File: config.mk
export PLATFORM = sky130hd
export DESIGN_NAME = mem_port_arbiter
export DESIGN_NICKNAME = d
export VERILOG_FILES = /design/src/rtl/mem_port_arbiter.sv
export SDC_FILE = /design/constraint.sdc
export NUM_CORES = 1
export LEC_CHECK = 0
export BUFFER_PORTS_ARGS = -buffer_cell sky130_fd_sc_hd__clkbuf_2
export CAP_MARGIN = 15
export CORE_AREA = 2 2 108 110
export DETAILED_ROUTE_END_ITERATION = 12
export DIE_AREA = 0 0 110 112
export GPL_ROUTABILITY_DRIVEN = 0
export RECOVER_POWER = 100
export SYNTH_ARGS = -nofsm -noshare
export SYNTH_HDL_FRONTEND = slang
export SYNTH_SLANG_ARGS = --single-unit
File: constraint.sdc
create_clock -name clk_i -period 1.5 [get_ports clk_i]
set_input_delay 0.3 -clock clk_i [delete_from_list [all_inputs] [get_ports clk_i]]
set_output_delay 0.3 -clock clk_i [all_outputs]
set_load 0.1 [all_outputs]
File: src/rtl/mem_port_arbiter.sv
// Arbiter sharing one single-ported memory between instruction fetch and
// load/store traffic. Data accesses win over fetches, only one transaction
// is ever outstanding, and a wait counter turns a missing response into a
// bus error so the pipeline can never hang on the memory.
module mem_port_arbiter #(
    parameter int unsigned TO_CYCLES = 255
) (
    input  logic        clk_i,
    input  logic        rst_i,
    input  logic        if_req_i,
    input  logic [31:0] if_addr_i,
    output logic [31:0] if_rdata_o,
    output logic        if_valid_o,
    input  logic        dm_req_i,
    input  logic        dm_we_i,
    input  logic [3:0]  dm_be_i,
    input  logic [31:0] dm_addr_i,
    input  logic [31:0] dm_wdata_i,
    output logic [31:0] dm_rdata_o,
    output logic        dm_valid_o,
    input  logic        flush_i,
    output logic        mem_req_o,
    output logic        mem_we_o,
    output logic [3:0]  mem_be_o,
    output logic [31:0] mem_addr_o,
    output logic [31:0] mem_wdata_o,
    input  logic        mem_gnt_i,
    input  logic        mem_rvalid_i,
    input  logic [31:0] mem_rdata_i,
    output logic        stall_fd_o,
    output logic        stall_mw_o,
    output logic        bus_err_o
);

    localparam logic [1:0] S_IDLE  = 2'd0;
    localparam logic [1:0] S_DWAIT = 2'd1;
    localparam logic [1:0] S_IWAIT = 2'd2;
    localparam logic [1:0] S_IDROP = 2'd3;

    // Counter value on the last wait cycle that is still allowed to complete.
    localparam logic [7:0] TO_LAST = 8'(TO_CYCLES - 1);

    logic [1:0] state_q, state_d;
    logic [7:0] cnt_q, cnt_d;
    logic       timeout;
    logic       req;

    assign timeout = (cnt_q == TO_LAST);

    // Next-state, request muxing, completion pulses and stalls.
    always_comb begin
        // NOTE: every signal written here gets a default first, so no path can infer a latch.
        state_d     = state_q;
        cnt_d       = cnt_q;
        req         = 1'b0;
        mem_req_o   = 1'b0;
        if_valid_o  = 1'b0;
        if_rdata_o  = '0;
        dm_valid_o  = 1'b0;
        dm_rdata_o  = '0;
        bus_err_o   = 1'b0;

        // Data has priority on the shared request fields.
        if (dm_req_i) begin
            mem_we_o    = dm_we_i;
            mem_be_o    = dm_be_i;
            mem_addr_o  = dm_addr_i;
            mem_wdata_o = dm_wdata_i;
        end else begin
            mem_we_o    = 1'b0;
            mem_be_o    = 4'hF;
            mem_addr_o  = if_addr_i;
            mem_wdata_o = '0;
        end

        case (state_q)
            S_IDLE: begin
                // A fetch being flushed is not worth starting.
                req       = dm_req_i | (if_req_i & ~flush_i);
                mem_req_o = req;
                if (req && mem_gnt_i) begin
                    state_d = dm_req_i ? S_DWAIT : S_IWAIT;
                    cnt_d   = '0;
                end
            end
            S_DWAIT: begin
                // Stores also complete on rvalid; flush never touches data.
                if (mem_rvalid_i) begin
                    dm_valid_o = 1'b1;
                    dm_rdata_o = mem_rdata_i;
                    state_d    = S_IDLE;
                end else if (timeout) begin
                    bus_err_o  = 1'b1;
                    dm_valid_o = 1'b1;
                    state_d    = S_IDLE;
                end else begin
                    cnt_d = cnt_q + 8'd1;
                end
            end
            S_IWAIT: begin
                if (mem_rvalid_i) begin
                    if (!flush_i) begin
                        if_valid_o = 1'b1;
                        if_rdata_o = mem_rdata_i;
                    end
                    state_d = S_IDLE;
                end else if (timeout) begin
                    bus_err_o  = 1'b1;
                    if_valid_o = ~flush_i;
                    state_d    = S_IDLE;
                end else begin
                    cnt_d = cnt_q + 8'd1;
                    // The fetch is still in flight: wait for it and throw it away.
                    if (flush_i) begin
                        state_d = S_IDROP;
                    end
                end
            end
            default: begin
                // S_IDROP: swallow the stale fetch response.
                if (mem_rvalid_i) begin
                    state_d = S_IDLE;
                end else if (timeout) begin
                    bus_err_o = 1'b1;
                    state_d   = S_IDLE;
                end else begin
                    cnt_d = cnt_q + 8'd1;
                end
            end
        endcase

        stall_mw_o = dm_req_i & ~dm_valid_o;
        stall_fd_o = if_req_i & ~if_valid_o & ~flush_i;

        // Everything is quiet while reset is held.
        if (rst_i) begin
            mem_req_o   = 1'b0;
            mem_we_o    = 1'b0;
            mem_be_o    = '0;
            mem_addr_o  = '0;
            mem_wdata_o = '0;
            if_valid_o  = 1'b0;
            if_rdata_o  = '0;
            dm_valid_o  = 1'b0;
            dm_rdata_o  = '0;
            stall_fd_o  = 1'b0;
            stall_mw_o  = 1'b0;
            bus_err_o   = 1'b0;
        end
    end

    // State and wait-counter registers with synchronous reset.
    always_ff @(posedge clk_i) begin
        // NOTE: registers use non-blocking assignments so every flop samples pre-edge values.
        if (rst_i) begin
            state_q <= S_IDLE;
            cnt_q   <= '0;
        end else begin
            state_q <= state_d;
            cnt_q   <= cnt_d;
        end
    end

endmodule

==> flow_summary.ini <==
[drt]
routed_wl_um = 12100
dr_total_vias = 3399
initialDrtViolationCount = 134
ant_nets = 0
wl_per_cell_um = 16.4
drc = 0
firstDrtPassIters = 4
vias_per_cell = 4.61

[timing]
setup-violations-final = 95
min_period_over_period_pct = 129
hold_violations = 0
fmax_ghz = 0.516
slew_headroom_pct = 79.3
tightest_slew_ns = 0.302
skew_ns = 0.00494
finalSetupTns_ns = -23.41
setup_ws_ns = -0.438
fin_crit_ns = 1.94
drv_slew = 0
rsz0062_at_grt = yes

[clock_network]
postCtsHoldBufs = 0
cts_tree = built
clock_sinks = 10
path_clk_slew_ns = 0.04
h-tree-depth = 1
ctsRootBufferMaster = clkbuf_16
clk_path_buf_depth = 2
numCtsBuffers = 3
clk-insertion-delay-late_ns = 0.24

[synth]
synth_seq_cells = 10
syn_area_per_cell_um2 = 6.80
synth_ff_type = dfxtp_1
yosysWarnings = 0
syn_inst = 270
synth_top_area_share_pct = 23.9
synth_fp_nets = 412
synth_seq_area_share_pct = 10.9
synth_cell_type_count = 38
async_flop_share_pct = 0
synth.largest_area_cell = and3_1
synth_area_leaders = and3_1 (24%), mux2i_1 (17%), and2_1 (11%)
synth-edff-count = 0
synth_area_um2 = 1840

[worst_setup_path]
reg2reg_slack_ns = -0.34
crit_start = cnt_q[0]
end_kind = primary output
cp.arrival_ns = 1.64
r2r_start = cnt_q[0]
cp-endpoint = stall_fd_o
path_class = reg2out
timing.rr.end = cnt_q[2]
ff2ff_path_depth = 8
cp.required_ns = 1.20
cp_max_fo = 5
crit_path_start_kind = flop

[finish]
final_common_cell = buf_12
finalNetCount = 738
final_layout_size_suffix_gt1_share_pct = 86.4
mostFrequentLayoutCells = buf_12 (150), clkbuf_2 (137), and3_4 (66), buf_4 (37), nor2_4 (35)
syn2layout_area_growth_pct = 291
n_antenna_cell = 0
fin_cells = 738

[floorplan]
initial_core_util_pct = 16.4
coreArea_um2 = 11200
die_h_um = 112
ios = 279
die_area_um2 = 12300
row_count = 39
die_x_um = 110

[placement]
pre_cts_slack_ns = -0.220
dp.final_hpwl_um = 9680
io_buffers = 278
dp.cells = 706

[pwr]
cellPowerDensity_nw_per_um2 = 435
power_mw = 3.12
ir_drop_v = 0.000309
power.leakage_nw = 3.27

[global_route]
grt_pass1_vias = 3649
antenna_found_initial = 0
overflow = 0
grt_pass1_wl_um = 18100
grtUsageTotal_pct = 18.9
grt_max_degree = 39

[outcome]
status = complete, but fails checks
failed_checks = setup timing

[flow_run]
cap_violations = 0

[hold_path]
hold_class = in2reg
[area by class of cell]
type	instances	area [µm²]
well taps	143	179
multi-input cells	226	2330
flip-flops and latches	10	205
inverters	8	32.5
clock buffers	4	88.8
fillers	796	4000
repair buffers	347	4350
[logic make-up (layout without fill, tap and decap cells)]
group / after synthesis / in the layout / synth area share, %
simple gates: 163 / 163 / 50.3
buf+inv: 34 / 359 / 7.16
mux: 32 / 32 / 17.5
compound gates: 28 / 28 / 12.3
flops: 10 / 10 / 10.9
fa+ha+maj: 2 / 2 / 1.36
xor+xnor: 1 / 1 / 0.477
[Yosys cell counts, types with 3 or more instances]
| cell type | n |
|---|---|
| nand3_1 | 3 |
| nor2_1 | 38 |
| clkbuf_1 | 22 |
| nor2b_1 | 4 |
| o211ai_1 | 3 |
| dfxtp_1 | 10 |
| nand2_1 | 5 |
| buf_2 | 3 |
| and2_1 | 33 |
| a21oi_1 | 8 |
| and3_1 | 70 |
| mux2i_1 | 32 |
| inv_1 | 8 |
[flip-flops by register name, indices dropped and copies added, names as in the netlist]
register	cells
cnt_q	8
state_q	2
[critical path, stage by stage, from the launching register on]
cell	delay (ns)
dfxtp_2	0.33
inv_2	0.04
ha_4	0.14
and3_4	0.18
a21o_4	0.23
a311oi_4	0.25
buf_12	0.22
[metrics by stage]
step	utilization (%)	area, µm²	hold WS, ns
floorplan	-	2770	0.448
global placement	58.8	6570	0.538
detailed placement	58.8	6570	0.564
CTS	63.6	7100	0.362
global route	64.2	7180	0.403
finish	64.2	7180	0.379
[per-layer routing]
layer / global-route usage (%) / vias to the layer above / share of wire, % / wire [µm]
met2: 38.6 / 203 / 57 / 6900
met5: 0 / - / 0 / 0
met4: 6.33 / 0 / 2.6 / 320
met3: 4.92 / 25 / 9.8 / 1180
met1: 17.2 / 1564 / 31 / 3690
li1: - / 1607 / - / -
[how the worst min path moves through the flow]
stage                          from    endpoint  slack, ns  cells past startpoint
after floorplan            cnt_q[5]    cnt_q[5]       0.45                      1
after global placement     cnt_q[5]    cnt_q[5]       0.54                      2
after detailed placement   cnt_q[5]    cnt_q[5]       0.56                      2
after CTS                 mem_gnt_i  state_q[1]       0.36                      3
after global routing      mem_gnt_i  state_q[1]       0.40                      3
final                     mem_gnt_i  state_q[1]       0.38                      3
[power breakdown]
group	switching, mW	internal, mW
registers	0.00371	0.271
logic	1.38	0.928
clock network	0.140	0.402
[repair_timing]
item / in CTS / in global routing
gates resized for setup: 30 / 9
buffers inserted: 17 / 7
pin swaps: 37 / 29
setup endpoints to repair: 134 / 112
cloned: 7 / 2
Power figures use the tool's default switching activity.
